===== config.mk =====
export PLATFORM = sky130hd
export DESIGN_NAME = decimal_key_encoder
export DESIGN_NICKNAME = d
export VERILOG_FILES = /design/src/rtl/decimal_pkg.sv /design/src/rtl/onehot10_to_bcd.sv /design/src/rtl/decimal_key_encoder.sv
export SDC_FILE = /design/constraint.sdc
export NUM_CORES = 1
export LEC_CHECK = 0
export CORE_AREA = 4 4 112 114
export DETAILED_ROUTE_END_ITERATION = 7
export DIE_AREA = 0 0 116 118
export DONT_BUFFER_PORTS = 1
export PLACE_DENSITY_LB_ADDON = 0.25
export SLEW_MARGIN = 20
export SYNTH_ARGS = -nofsm -noshare
export SYNTH_HDL_FRONTEND = slang
export SYNTH_SLANG_ARGS = --single-unit

===== constraint.sdc =====
create_clock -name clk -period 8.6 [get_ports clk]
set_input_delay 2.58 -clock clk [delete_from_list [all_inputs] [get_ports clk]]
set_output_delay 2.58 -clock clk [all_outputs]
set_load 0.02 [all_outputs]

===== src/rtl/decimal_pkg.sv =====
// Shared types and constants for the decimal key encoder.
package decimal_pkg;

    localparam int NUM_KEYS = 10;

    typedef logic [3:0]          bcd_t;
    typedef logic [NUM_KEYS-1:0] dec_onehot_t;

    typedef enum logic [1:0] {
        IDLE,
        DEB_PRESS,
        HELD,
        DEB_RELEASE
    } key_state_t;

endpackage


===== src/rtl/onehot10_to_bcd.sv =====
// Combinational ten-line to BCD encoder. The index is the OR of all set-bit
// indices (no priority); one_hot_ok_o qualifies it as meaningful.
module onehot10_to_bcd
    import decimal_pkg::*;
(
    input  dec_onehot_t onehot_i,
    output bcd_t        bcd_o,
    output logic        one_hot_ok_o
);

    logic [3:0] ones;

    always_comb begin
        bcd_o = '0;
        ones  = '0;
        for (int i = 0; i < NUM_KEYS; i++) begin
            if (onehot_i[i]) begin
                bcd_o = bcd_o | bcd_t'(i);
                ones  = ones + 4'd1;
            end
        end
        one_hot_ok_o = (ones == 4'd1);
    end

endmodule


===== src/rtl/decimal_key_encoder.sv =====
// Synchronises, debounces and encodes ten decimal key lines into a BCD digit.
// Optional digit history register enabled by defining KEY_HISTORY_EN.
module decimal_key_encoder
    import decimal_pkg::*;
#(
    parameter int DEBOUNCE_CYCLES = 4
`ifdef KEY_HISTORY_EN
    , parameter int HIST_DEPTH = 4
`endif
) (
    input  logic        clk,
    input  logic        rst_n,
    input  dec_onehot_t key_in,
    output bcd_t        bcd,
    output logic        bcd_valid,
    output logic        multi_err,
    output logic        key_held
`ifdef KEY_HISTORY_EN
    , output logic [4*HIST_DEPTH-1:0] digits
`endif
);

    localparam int             CNT_W   = $clog2(DEBOUNCE_CYCLES + 1);
    localparam logic [CNT_W-1:0] CNT_MAX = CNT_W'(DEBOUNCE_CYCLES);
    localparam logic [CNT_W-1:0] CNT_ONE = CNT_W'(1);

    dec_onehot_t      sync1_q, samp_q;
    dec_onehot_t      cand_q, cand_d;
    logic [CNT_W-1:0] cnt_q, cnt_d;
    key_state_t       state_q, state_d;
    bcd_t             bcd_q, bcd_d;
    logic             valid_q, valid_d;
    logic             err_q, err_d;

    bcd_t enc_bcd;
    logic enc_ok;

    onehot10_to_bcd u_enc (
        .onehot_i     (cand_q),
        .bcd_o        (enc_bcd),
        .one_hot_ok_o (enc_ok)
    );

    always_ff @(posedge clk or negedge rst_n) begin
        if (!rst_n) begin
            sync1_q <= '0;
            samp_q  <= '0;
        end else begin
            sync1_q <= key_in;
            samp_q  <= sync1_q;
        end
    end

    // Evaluation happens on the edge after the counter has reached the limit,
    // so the candidate has been seen on DEBOUNCE_CYCLES+1 consecutive samples.
    always_comb begin
        state_d = state_q;
        cand_d  = cand_q;
        cnt_d   = cnt_q;
        bcd_d   = bcd_q;
        valid_d = 1'b0;
        err_d   = 1'b0;
        case (state_q)
            IDLE: begin
                if (samp_q != '0) begin
                    cand_d  = samp_q;
                    cnt_d   = CNT_ONE;
                    state_d = DEB_PRESS;
                end
            end
            DEB_PRESS: begin
                if (samp_q == '0) begin
                    state_d = IDLE;
                end else if (samp_q != cand_q) begin
                    cand_d = samp_q;
                    cnt_d  = CNT_ONE;
                end else if (cnt_q == CNT_MAX) begin
                    state_d = HELD;
                    if (enc_ok) begin
                        bcd_d   = enc_bcd;
                        valid_d = 1'b1;
                    end else begin
                        err_d = 1'b1;
                    end
                end else begin
                    cnt_d = cnt_q + CNT_ONE;
                end
            end
            HELD: begin
                if (samp_q == '0) begin
                    cnt_d   = CNT_ONE;
                    state_d = DEB_RELEASE;
                end
            end
            DEB_RELEASE: begin
                if (samp_q != '0) begin
                    state_d = HELD;
                end else if (cnt_q == CNT_MAX) begin
                    state_d = IDLE;
                end else begin
                    cnt_d = cnt_q + CNT_ONE;
                end
            end
            default: state_d = IDLE;
        endcase
    end

    always_ff @(posedge clk or negedge rst_n) begin
        if (!rst_n) begin
            state_q <= IDLE;
            cand_q  <= '0;
            cnt_q   <= '0;
            bcd_q   <= '0;
            valid_q <= 1'b0;
            err_q   <= 1'b0;
        end else begin
            state_q <= state_d;
            cand_q  <= cand_d;
            cnt_q   <= cnt_d;
            bcd_q   <= bcd_d;
            valid_q <= valid_d;
            err_q   <= err_d;
        end
    end

    assign bcd       = bcd_q;
    assign bcd_valid = valid_q;
    assign multi_err = err_q;
    assign key_held  = (state_q == HELD) || (state_q == DEB_RELEASE);

`ifdef KEY_HISTORY_EN
    logic [4*HIST_DEPTH-1:0] dig_q, dig_d;

    // Newest digit enters the low nibble; shift-then-patch avoids a
    // zero-width slice when HIST_DEPTH is 1.
    always_comb begin
        dig_d = dig_q;
        if (valid_d) begin
            dig_d      = dig_q << 4;
            dig_d[3:0] = enc_bcd;
        end
    end

    always_ff @(posedge clk or negedge rst_n) begin
        if (!rst_n) dig_q <= '0;
        else        dig_q <= dig_d;
    end

    assign digits = dig_q;
`endif

endmodule

== Word-level counts from Yosys, hierarchy flattened ==
Cells that the tools add are included.
Storage, ports and cells
  register bits after elaboration: 41
  input bits: 12
  word-level logic and storage cells: 91
Cells by class
  multiplexer cells: 48
  reductions and logical operators: 9
  $add $sub $neg: 10
  bitwise operators: 2
  equal/unequal tests: 14
Operator list (count)
  two-way mux 4 bit: 11
  adder 4 x 1 -> 4 bit, second input constant: 9
  two-way mux 10 bit: 3
  two-way mux 3 bit: 10
  case mux 10 bit (2 select lines): 1
  two-way mux 2 bit: 9
  two-way mux 1 bit: 12
  case mux 3 bit (4 select lines): 1
  zero test 10 bit: 1
  != test 10 bit: 1
  != test 2 bit, second input constant: 5
  AND reduction 5 bit: 2
  nonzero test 10 bit: 1
  != test 3 bit, second input constant: 3
  case mux 2 bit (4 select lines): 1
  AND reduction 4 bit: 2
  equality test 2 bit, second input constant: 2
  equality test 4 x 1 -> 1 bit, second input constant: 1
  adder 3 x 1 -> 3 bit, second input constant: 1
  equality test 3 bit, second input constant: 1
  equality test 2 x 1 -> 1 bit, second input constant: 1
  zero test 2 bit: 1
  NOT 1 bit: 2
  nonzero test 2 bit: 1
  logical OR 1 bit: 1

== Longest topological paths before layout ==
Gate-level depths: netlist of the first run.
  depth after elaboration: 25
  mapped depth: 28
  gate-level depth less buffers: 28

== Cells and area by module ==
From an unflattened synthesis of the first run, not the netlist that was laid out.
Second synthesis, totals
  cells, all modules: 208
  area, all modules: 2358.5 um2
Modules (own cells, without submodules)
  decimal_key_encoder: area each 1675.4 um2, cells an instance 126, instances 1
  onehot10_to_bcd: area each 683.2 um2, cells an instance 82, instances 1

== Least setup slack after synthesis of the first run ==
OpenSTA, ideal clock, no wires.
  path type: register to register
  from: register cand_q[0]
  to: register bcd_q[0] (netlist: bcd[0])
  period minus slack after synthesis: 6.045 ns
  setup time: 0.125 ns
  data arrival time: 5.920 ns
  setup slack: 2.555 ns
  cell stages (with the launch flop): 27
  required time: 8.475 ns
  cell sequence: dfrtp_1 inv_1 ha_1 buf_6 xor2_1 ha_1 nand2_1 o31ai_1 ha_1 mux2_2 ha_1 nor2b_1 nor3_1 ha_1 a22oi_1 inv_1 ha_1 nand2_1 o21ai_0 ha_1 mux2_2 ha_1 or4b_1 nand4_1 o2bb2ai_2 nor4b_4 mux2_4
Between the ends
  cells in the longest elaborated chain, start to end: 21
  elaborated cells on any way between the ends: 23
Ends and longest elaborated chain
  start: declaration: line decimal_key_encoder.sv:28  | dec_onehot_t cand_q, cand_d;
  start signal: assignment: line decimal_key_encoder.sv:118  | cand_q <= cand_d;
  two-way mux 1 bit: line onehot10_to_bcd.sv:17  | if (onehot_i[i]) begin
  adder 4 x 1 -> 4 bit: line onehot10_to_bcd.sv:19  | ones = ones + 4'd1;
  two-way mux 4 bit: line onehot10_to_bcd.sv:17
  adder 4 x 1 -> 4 bit: line onehot10_to_bcd.sv:19
  two-way mux 4 bit: line onehot10_to_bcd.sv:17
  adder 4 x 1 -> 4 bit: line onehot10_to_bcd.sv:19
  two-way mux 4 bit: line onehot10_to_bcd.sv:17
  adder 4 x 1 -> 4 bit: line onehot10_to_bcd.sv:19
  (+5 left out)
  adder 4 x 1 -> 4 bit: line onehot10_to_bcd.sv:19
  two-way mux 4 bit: line onehot10_to_bcd.sv:17
  adder 4 x 1 -> 4 bit: line onehot10_to_bcd.sv:19
  two-way mux 4 bit: line onehot10_to_bcd.sv:17
  adder 4 x 1 -> 4 bit: line onehot10_to_bcd.sv:19
  two-way mux 4 bit: line onehot10_to_bcd.sv:17
  equality test 4 x 1 -> 1 bit: line onehot10_to_bcd.sv:22  | one_hot_ok_o = (ones == 4'd1);
  AND reduction 5 bit (no line) (*)
  end signal: assignment: line decimal_key_encoder.sv:113  | bcd_q <= '0;
  end signal: assignment: line decimal_key_encoder.sv:120  | bcd_q <= bcd_d;
  end: declaration: line decimal_key_encoder.sv:31  | bcd_t bcd_q, bcd_d;
Mark *: on every way between the ends. The rest lies on a longest branch, timed or not.
A chain may end at the register's enable or synchronous reset.

== Worst setup path in the final report of the first run ==
  from: register cand_q[1]
  to: register bcd_q[0] (netlist: bcd[0])
Between the ends
  cells in the longest elaborated chain, start to end: 19
  elaborated cells on any way between the ends: 30
Ends and longest elaborated chain (line)
  two-way mux 4 bit: onehot10_to_bcd.sv:17
  adder 4 x 1 -> 4 bit: onehot10_to_bcd.sv:19
  two-way mux 4 bit: onehot10_to_bcd.sv:17
  adder 4 x 1 -> 4 bit: onehot10_to_bcd.sv:19
  two-way mux 4 bit: onehot10_to_bcd.sv:17
  adder 4 x 1 -> 4 bit: onehot10_to_bcd.sv:19
  two-way mux 4 bit: onehot10_to_bcd.sv:17
  adder 4 x 1 -> 4 bit: onehot10_to_bcd.sv:19
  (+3 left out)
  adder 4 x 1 -> 4 bit: onehot10_to_bcd.sv:19
  two-way mux 4 bit: onehot10_to_bcd.sv:17
  adder 4 x 1 -> 4 bit: onehot10_to_bcd.sv:19
  two-way mux 4 bit: onehot10_to_bcd.sv:17
  adder 4 x 1 -> 4 bit: onehot10_to_bcd.sv:19
  two-way mux 4 bit: onehot10_to_bcd.sv:17
  equality test 4 x 1 -> 1 bit: onehot10_to_bcd.sv:22
  AND reduction 5 bit (no line)
Several ways; a longest one is shown, not always the timed one.

==> Flow_metrics.wiki, run 1 <==
{| class="wikitable"
! Metric !! Value
|-
| Arrival time worst endpoint || just under 7 ns
|-
| Iteration-0 DRC Markers || 62
|-
| Core Rows || 39
|-
| Transition at the pin with the smallest max-transition slack || a little over 0.6 ns
|-
| Count of inserted antenna diode cells || 0
|-
| Max-cap violation count || 0
|-
| Largest voltage drop on the vdd net || 0.168 mV
|-
| Total of flip-flops plus latches after synthesis || ~40
|-
| WS Path Type || reg -> reg
|-
| Synthesized area divided by synthesized cell count || roughly 10 um^2
|-
| Synth Cell Area || 2590 um^2
|-
| Maximum number of pins on one net before global-route repair || 42
|-
| Gpl congestion || 0.745
|-
| Data required, critical path || around 8.8 ns
|-
| Met2 layer usage reported by global route || 11.8%
|-
| First-pass GRT wire length || just over 8 mm
|-
| Number of hold-repair buffers added at the cts stage || 0
|-
| Final Cycle Share || between 70% and 80%
|-
| Count of buffer and inverter cells on the critical path || 2
|-
| Buffer depth of the longest clock path || 2
|-
| CP Max Fanout || 9
|-
| Flip-flop cell with the highest count after synthesis || dfrtp_1
|-
| Crit-path most repeated cell || ha_1
|-
| Die footprint || ~14000 um^2
|-
| Share of async-settable or async-resettable flops after synthesis || between 90% and 100%
|-
| Sum of net half-perimeters after detailed placement || between 3 and 4 mm
|-
| NumNets Final || 265
|-
| Portion of the post-synthesis area used by sequential elements || between 30% and 40%
|-
| Final std cell area, no fill || 2880 um^2
|-
| Number of synthesis warnings || 0
|-
| R2r setup slk || about 1.9 ns
|-
| Vias in the first global route || between 1500 and 2000
|-
| Max Clock Skew || ~0.0029 ns
|-
| Clock sinks || 41
|-
| Worst hold path class || reg -> reg
|-
| Length in cells of the worst reg-to-reg path || 25
|-
| Cell depth of the worst setup path || 25
|-
| Worst skew pair latency || between 0.2 and 0.3 ns
|-
| Cell family contributing the most delay on the critical path || adder cells
|-
| Antenna viol nets, final || 0
|-
| Die Ht || about 120 um
|-
| Fmax || approximately 150 MHz
|-
| Fraction of met3 tracks used by global routing || ~1.5%
|-
| Count of final hold-check violations || 0
|-
| Total I/O pin count || 19
|-
| # Post-CTS Setup Buffers || 0
|-
| CP max stage cell || or4b_1
|-
| Number of instances resized during post-cts repair || 0
|-
| Root Driver || clkbuf_16
|-
| Antenna violations before repair || 0
|-
| Average wire per cell in the routed design || ~12 um
|-
| Setup_tns || 0 ns
|-
| Max-slew violations || 0
|-
| Fin util || 25.2%
|-
| Count of flip-flops with a built-in enable after synthesis || 0
|-
| Overall overflow remaining after global route || 0
|-
| Clock-pin slew on the worst setup and hold paths || about 0.060 ns
|-
| Growth of design area from synthesis to finish || 11.4%
|-
| Post-route minimum period || 6.66 ns
|-
| Critical path endpoint category || flip-flop
|-
| Unique cell type count in the Yosys netlist || 57
|-
| Quantity of I/O buffers inserted on ports || 0
|-
| Total Wirelength || a little under 5 mm
|-
| Count of mapped cells out of synthesis || 247
|-
| Startpoint kind of the worst setup timing path || flip-flop
|-
| Global-route layer with the greatest usage || met2
|-
| Total via count in the routed design || roughly 1700
|-
| Clock tree from TritonCTS || yes
|-
| Worst hold margin || about 0.35 ns
|-
| Max-slew headroom at the worst pin || around three fifths
|-
| GR Layer Usage met1 || between 9 and 10%
|-
| CTS H-Tree Depth || 2
|-
| Clock buffers created by TritonCTS || 5
|-
| Total power divided by cell area || ~230 nW/um^2
|-
| Pre-Repair DR Iteration Count || 4
|-
| Average via count per standard cell || between 4 and 5
|-
| Total track usage || around 7.3%
|-
| Leakage power of the design || 1.15 nW
|-
| Remaining DRCs || 0
|-
| Net count after synthesis || between 200 and 300
|-
| Placed standard-cell area || 2690 um^2
|-
| Starting density of the core || about 23%
|-
| Maximum single-stage delay on the critical path || between 0.5 and 0.6 ns
|-
| Most frequent cells in the layout || dfrtp_1, nand2_1, xnor2_1, mux2_2
|-
| Horizontal die dimension || 116 um
|-
| Power consumption || 650 uW
|-
| Run status || complete, no violations
|-
| Hold Crit Depth || 0
|-
| Number of setup violations in the final report || 0
|-
| Leading cell type in the layout, fill and taps excluded || dfrtp_1
|-
| RSZ-0062 raised after global routing || no
|-
| Std-Cell Core Area || between 10000 and 15000 um^2
|-
| Proportion of layout cells with a drive suffix above 1 || between 10% and 20%
|}
stage by stage:
stage               cells  setup WS (ns)
finish                386           1.94
global placement      378           1.94
CTS                   386           1.88
floorplan             247           2.55
detailed placement    378           1.92
global route          386           1.44
registers in the layout, indices dropped and copies added, names as in the netlist, named ones only:
| signal | flops |
|---|---|
| bcd_valid | 1 |
| sync1_q | 10 |
| bcd | 4 |
| state_q | 1 |
| multi_err | 1 |
| cnt_q | 3 |
| cand_q | 10 |
| samp_q | 10 |
per-layer routing:
metal	wire, um	up-vias
li1	-	867
met1	2260	848
met2	2330	22
met3	147	5
met4	74	0
met5	0	-
kinds of logic after synthesis:
group	count (synthesis)	synth area share, %
AO/OA/AOI/OAI	31	9.19
adder cells (fa/ha/maj)	11	5.32
AND/OR/NAND/NOR	92	19.7
buffers and inverters	26	4.88
XOR/XNOR	28	13.0
flip-flops	41	39.7
multiplexers	18	8.22
path summary, 6_finish.rpt:
path,from,to
worst min-delay path,sync1_q[0],samp_q[0]
worst max-delay path,cand_q[1],bcd[0]
worst min register to register,sync1_q[0],samp_q[0]
min in group asynchronous,rst_n,asynchronous set/reset pin
max in group asynchronous,rst_n,samp_q[3]
worst max register to register,cand_q[1],bcd[0]
synth_stat cells (3+ instances only):
library cell	n	area (um^2)
xnor2_2	4	65.1
mux2_2	13	146
o21ai_0	4	20.0
buf_6	3	33.8
o211ai_1	3	22.5
nand4_1	8	50.1
inv_1	12	45.0
ha_1	11	138
mux2_4	3	45.0
xor2_1	7	61.3
nor2b_1	3	18.8
nor3_1	8	40.0
a21oi_1	5	25.0
nor2_1	12	45.0
clkbuf_1	5	18.8
a31oi_1	3	18.8
nor4_1	6	37.5
nand2_1	23	86.3
xnor2_1	13	114
dfrtp_1	41	1030
nand3_1	11	55.1
nor3b_1	4	30.0
where the power goes:
part | switching [mW] | total [mW] | leakage, nW | internal [mW]
sequential | 0.0117 | 0.212 | 0.493 | 0.200
clock | 0.0723 | 0.238 | 0.0938 | 0.166
combinational | 0.109 | 0.200 | 0.567 | 0.0915
area by class of cell:
| type | count | area (um^2) |
|---|---|---|
| Clock buffer | 5 | 125 |
| Inverter | 14 | 52.6 |
| Clock inverter | 3 | 65.1 |
| Multi-Input combinational cell | 180 | 1440 |
| Fill cell | 1236 | 8540 |
| Sequential cell | 41 | 1030 |
| Tap cell | 143 | 179 |
Note: power is estimated with default switching activity, not from simulation.
==> inputs of run 2 (changes only) <==
==> constraint.sdc (replaced) <==
create_clock -name clk -period 6 [get_ports clk]
set_input_delay 1.8 -clock clk [delete_from_list [all_inputs] [get_ports clk]]
set_output_delay 1.8 -clock clk [all_outputs]
set_load 0.02 [all_outputs]
==> Flow_metrics.wiki, run 2 (same netlist as run 1, synthesis figures left out) <==
{| class="wikitable"
! Metric !! Value
|-
| Run status || complete, no violations
|-
| Number of setup violations in the final report || 0 (unchanged)
|-
| Quantity of I/O buffers inserted on ports || 0 (unchanged)
|-
| Total I/O pin count || 19 (unchanged)
|-
| Largest voltage drop on the vdd net || 0.166 mV (-1.2%)
|-
| Max-cap violation count || 0 (unchanged)
|-
| Pre-CTS setup slack || 0.0123 ns (-1.91 ns)
|-
| Transition at the pin with the smallest max-transition slack || 0.634 ns (+0.0203 ns)
|-
| Clock Power Share || 30.7% (-5.9 points)
|-
| Growth of design area from synthesis to finish || 20.2%
|-
| Std-Cell Core Area || 11400 um^2 (unchanged)
|-
| Clock-pin slew on the worst setup and hold paths || 0.06 ns (about the same)
|-
| Final std cell area, no fill || 3110 um^2 (+7.9%)
|-
| Total track usage || 8.26% (+0.92 points)
|-
| Average via count per standard cell || 4.59 (+1.7%)
|-
| Iteration-0 DRC Markers || 67 (+8.1%)
|-
| Final Cycle Share || 95.8% (+18 points)
|-
| Clock buffers created by TritonCTS || 5 (unchanged)
|-
| Final std cells w/o fill || 406 (+5.2%)
|-
| NumNets Final || 285 (+7.5%)
|-
| Worst hold path class || reg -> reg
|-
| Total via count in the routed design || 1863 (+6.9%)
|-
| Pint || 671 uW (+47%)
|-
| CP Max Fanout || 4 (-5)
|-
| Registers with the highest flip-flop counts || cand_q x10, samp_q x10, sync1_q x10
|-
| Leakage power of the design || 1.26 nW (+9.0%)
|-
| Antenna viol nets, final || 0 (unchanged)
|-
| Data required, critical path || 6.17 ns (-2.60 ns)
|-
| Setup_tns || 0 ns (unchanged)
|-
| Buffer depth of the longest clock path || 2 (unchanged)
|-
| Average wire per cell in the routed design || 13.6 um (+9.3%)
|-
| Most frequent cells in the layout || dfrtp_1, nand2_1, buf_4
|-
| Max Clock Skew || 0.00657 ns (+0.00366 ns)
|-
| Startpoint kind of the worst setup timing path || flip-flop
|-
| Fmax || 174 MHz (+16%)
|-
| Starting density of the core || 22.7% (unchanged)
|-
| Sequential share of power || 30.9% (-1.7 points)
|-
| Maximum single-stage delay on the critical path || 0.51 ns (about the same)
|-
| Count of inserted antenna diode cells || 0 (unchanged)
|-
| Clock tree from TritonCTS || yes
|-
| Total power divided by cell area || 315 nW/um^2 (+40%)
|-
| Gpl congestion || 0.808 (+8.5%)
|-
| Root Driver || clkbuf_16
|-
| Vias in the first global route || 1813 (+10%)
|-
| Pre-Repair DR Iteration Count || 4 (unchanged)
|-
| Core Rows || 39 (unchanged)
|-
| Count of final hold-check violations || 0 (unchanged)
|-
| Relative contribution of combinational cells to total power || 38.3% (+7.5 points)
|-
| Maximum number of pins on one net before global-route repair || 42 (unchanged)
|-
| Dpl cells || 392 (+3.7%)
|-
| CP max stage cell || or4b_1
|-
| Fraction of power spent switching nets || 31.6% (+1.9 points)
|-
| Antenna violations before repair || 0 (unchanged)
|-
| Final setup slack of the worst path || 0.254 ns (-1.68 ns)
|-
| Crit-path most repeated cell || ha_1
|-
| Die Ht || 118 um (unchanged)
|-
| WS Path Type || reg -> reg
|-
| CTS H-Tree Depth || 2 (unchanged)
|-
| Critical path endpoint category || flip-flop
|-
| Post-route minimum period || 5.75 ns (-0.918 ns)
|-
| First-pass GRT wire length || 9.09 mm (+12%)
|-
| Leading cell type in the layout, fill and taps excluded || dfrtp_1
|-
| Placed standard-cell area || 2820 um^2 (+4.6%)
|-
| Horizontal die dimension || 116 um (unchanged)
|-
| Max-slew violations || 0 (unchanged)
|-
| Die footprint || 13700 um^2 (unchanged)
|-
| Max-slew headroom at the worst pin || 57.8% (-1.4 points)
|-
| Sum of net half-perimeters after detailed placement || 4.03 mm (+11%)
|-
| Net load switching power || 309 uW (+61%)
|-
| Power consumption || 981 uW (+51%)
|-
| Fin util || 27.2% (+2.0 points)
|-
| Worst hold margin || 0.347 ns (+0.00116 ns)
|-
| Worst skew pair latency || 0.28 ns (about the same)
|-
| Clock sinks || 41 (unchanged)
|-
| R2r setup slk || 0.25 ns (-1.68 ns)
|-
| Overall overflow remaining after global route || 0 (unchanged)
|-
| Hold Crit Depth || 0 (unchanged)
|-
| Length in cells of the worst reg-to-reg path || 25 (unchanged)
|-
| Arrival time worst endpoint || 5.91 ns (-0.92 ns)
|-
| Total Wirelength || 5.54 mm (+15%)
|-
| Number of hold-repair buffers added at the cts stage || 0 (unchanged)
|-
| Proportion of layout cells with a drive suffix above 1 || 29.7% (+13 points)
|-
| Remaining DRCs || 0 (unchanged)
|}
## run 2: changes by cell type in the layout (fill, tap and decap cells not counted), sizes merged
cell	delta
buf	+20
bufinv	-1
clkinvlp	+1
## run 2: metal layers
layer	track usage (%)	routed length, um	vias to the layer above
li1	-	-	911
met1	10.8	2470	915
met2	13.4	2810	33
met3	1.54	211	4
met4	3.12	44	0
met5	0	0	-
## run 2: final timing paths
path / startpoint / end
max in group asynchronous: rst_n / cand_q[1]
hold / removal: sync1_q[8] / samp_q[8]
hold reg to reg: sync1_q[8] / samp_q[8]
setup reg to reg: cand_q[1] / bcd[0]
min in group asynchronous: rst_n / samp_q[4]
setup / recovery: cand_q[1] / bcd[0]
## run 2: cell type report
class	count	area (um^2)
fill	1221	8310
timing repair buffer	20	150
tap	143	179
inverter	14	52.6
multi-input combinational	180	1530
clock inverter	3	46.3
sequential	41	1030
clock buffer	5	125
## run 2: critical path: cells and delay by family, from the launching register on
family / cells / cell delay, ns
fa+ha+maj: 8 / 2.09
simple gates: 7 / 1.39
mux: 3 / 0.89
compound gates: 4 / 0.51
flops: 1 / 0.41
buf+inv: 2 / 0.16
xor+xnor: 1 / 0.16
## run 2: timing repair
item                                    4_1_cts  5_1_grt
endpoints found under the setup margin        1        5
pin swaps                                     1        7
resized for setup                             0       20
setup buffers                                 0        6
## run 2: power by group through the flow
stage	Combinational [mW]	Sequential (mW)	Clock (mW)
3_3_place_gp	0.331	0.307	0
5_1_grt	0.417	0.306	0.324
4_1_cts	0.334	0.303	0.310
6_report	0.376	0.303	0.301
3_5_place_dp	0.332	0.308	0
2_1_floorplan	0.261	0.298	0
==> inputs of run 3 (changes only) <==
--- a/config.mk
+++ b/config.mk
@@ -10,6 +10,7 @@
 export DIE_AREA = 0 0 116 118
 export DONT_BUFFER_PORTS = 1
 export PLACE_DENSITY_LB_ADDON = 0.25
+export RECOVER_POWER = 50
 export SLEW_MARGIN = 20
 export SYNTH_ARGS = -nofsm -noshare
 export SYNTH_HDL_FRONTEND = slang
==> results of run 3 <==
The final DEF is identical to that of run 2; final timing and power are the same.
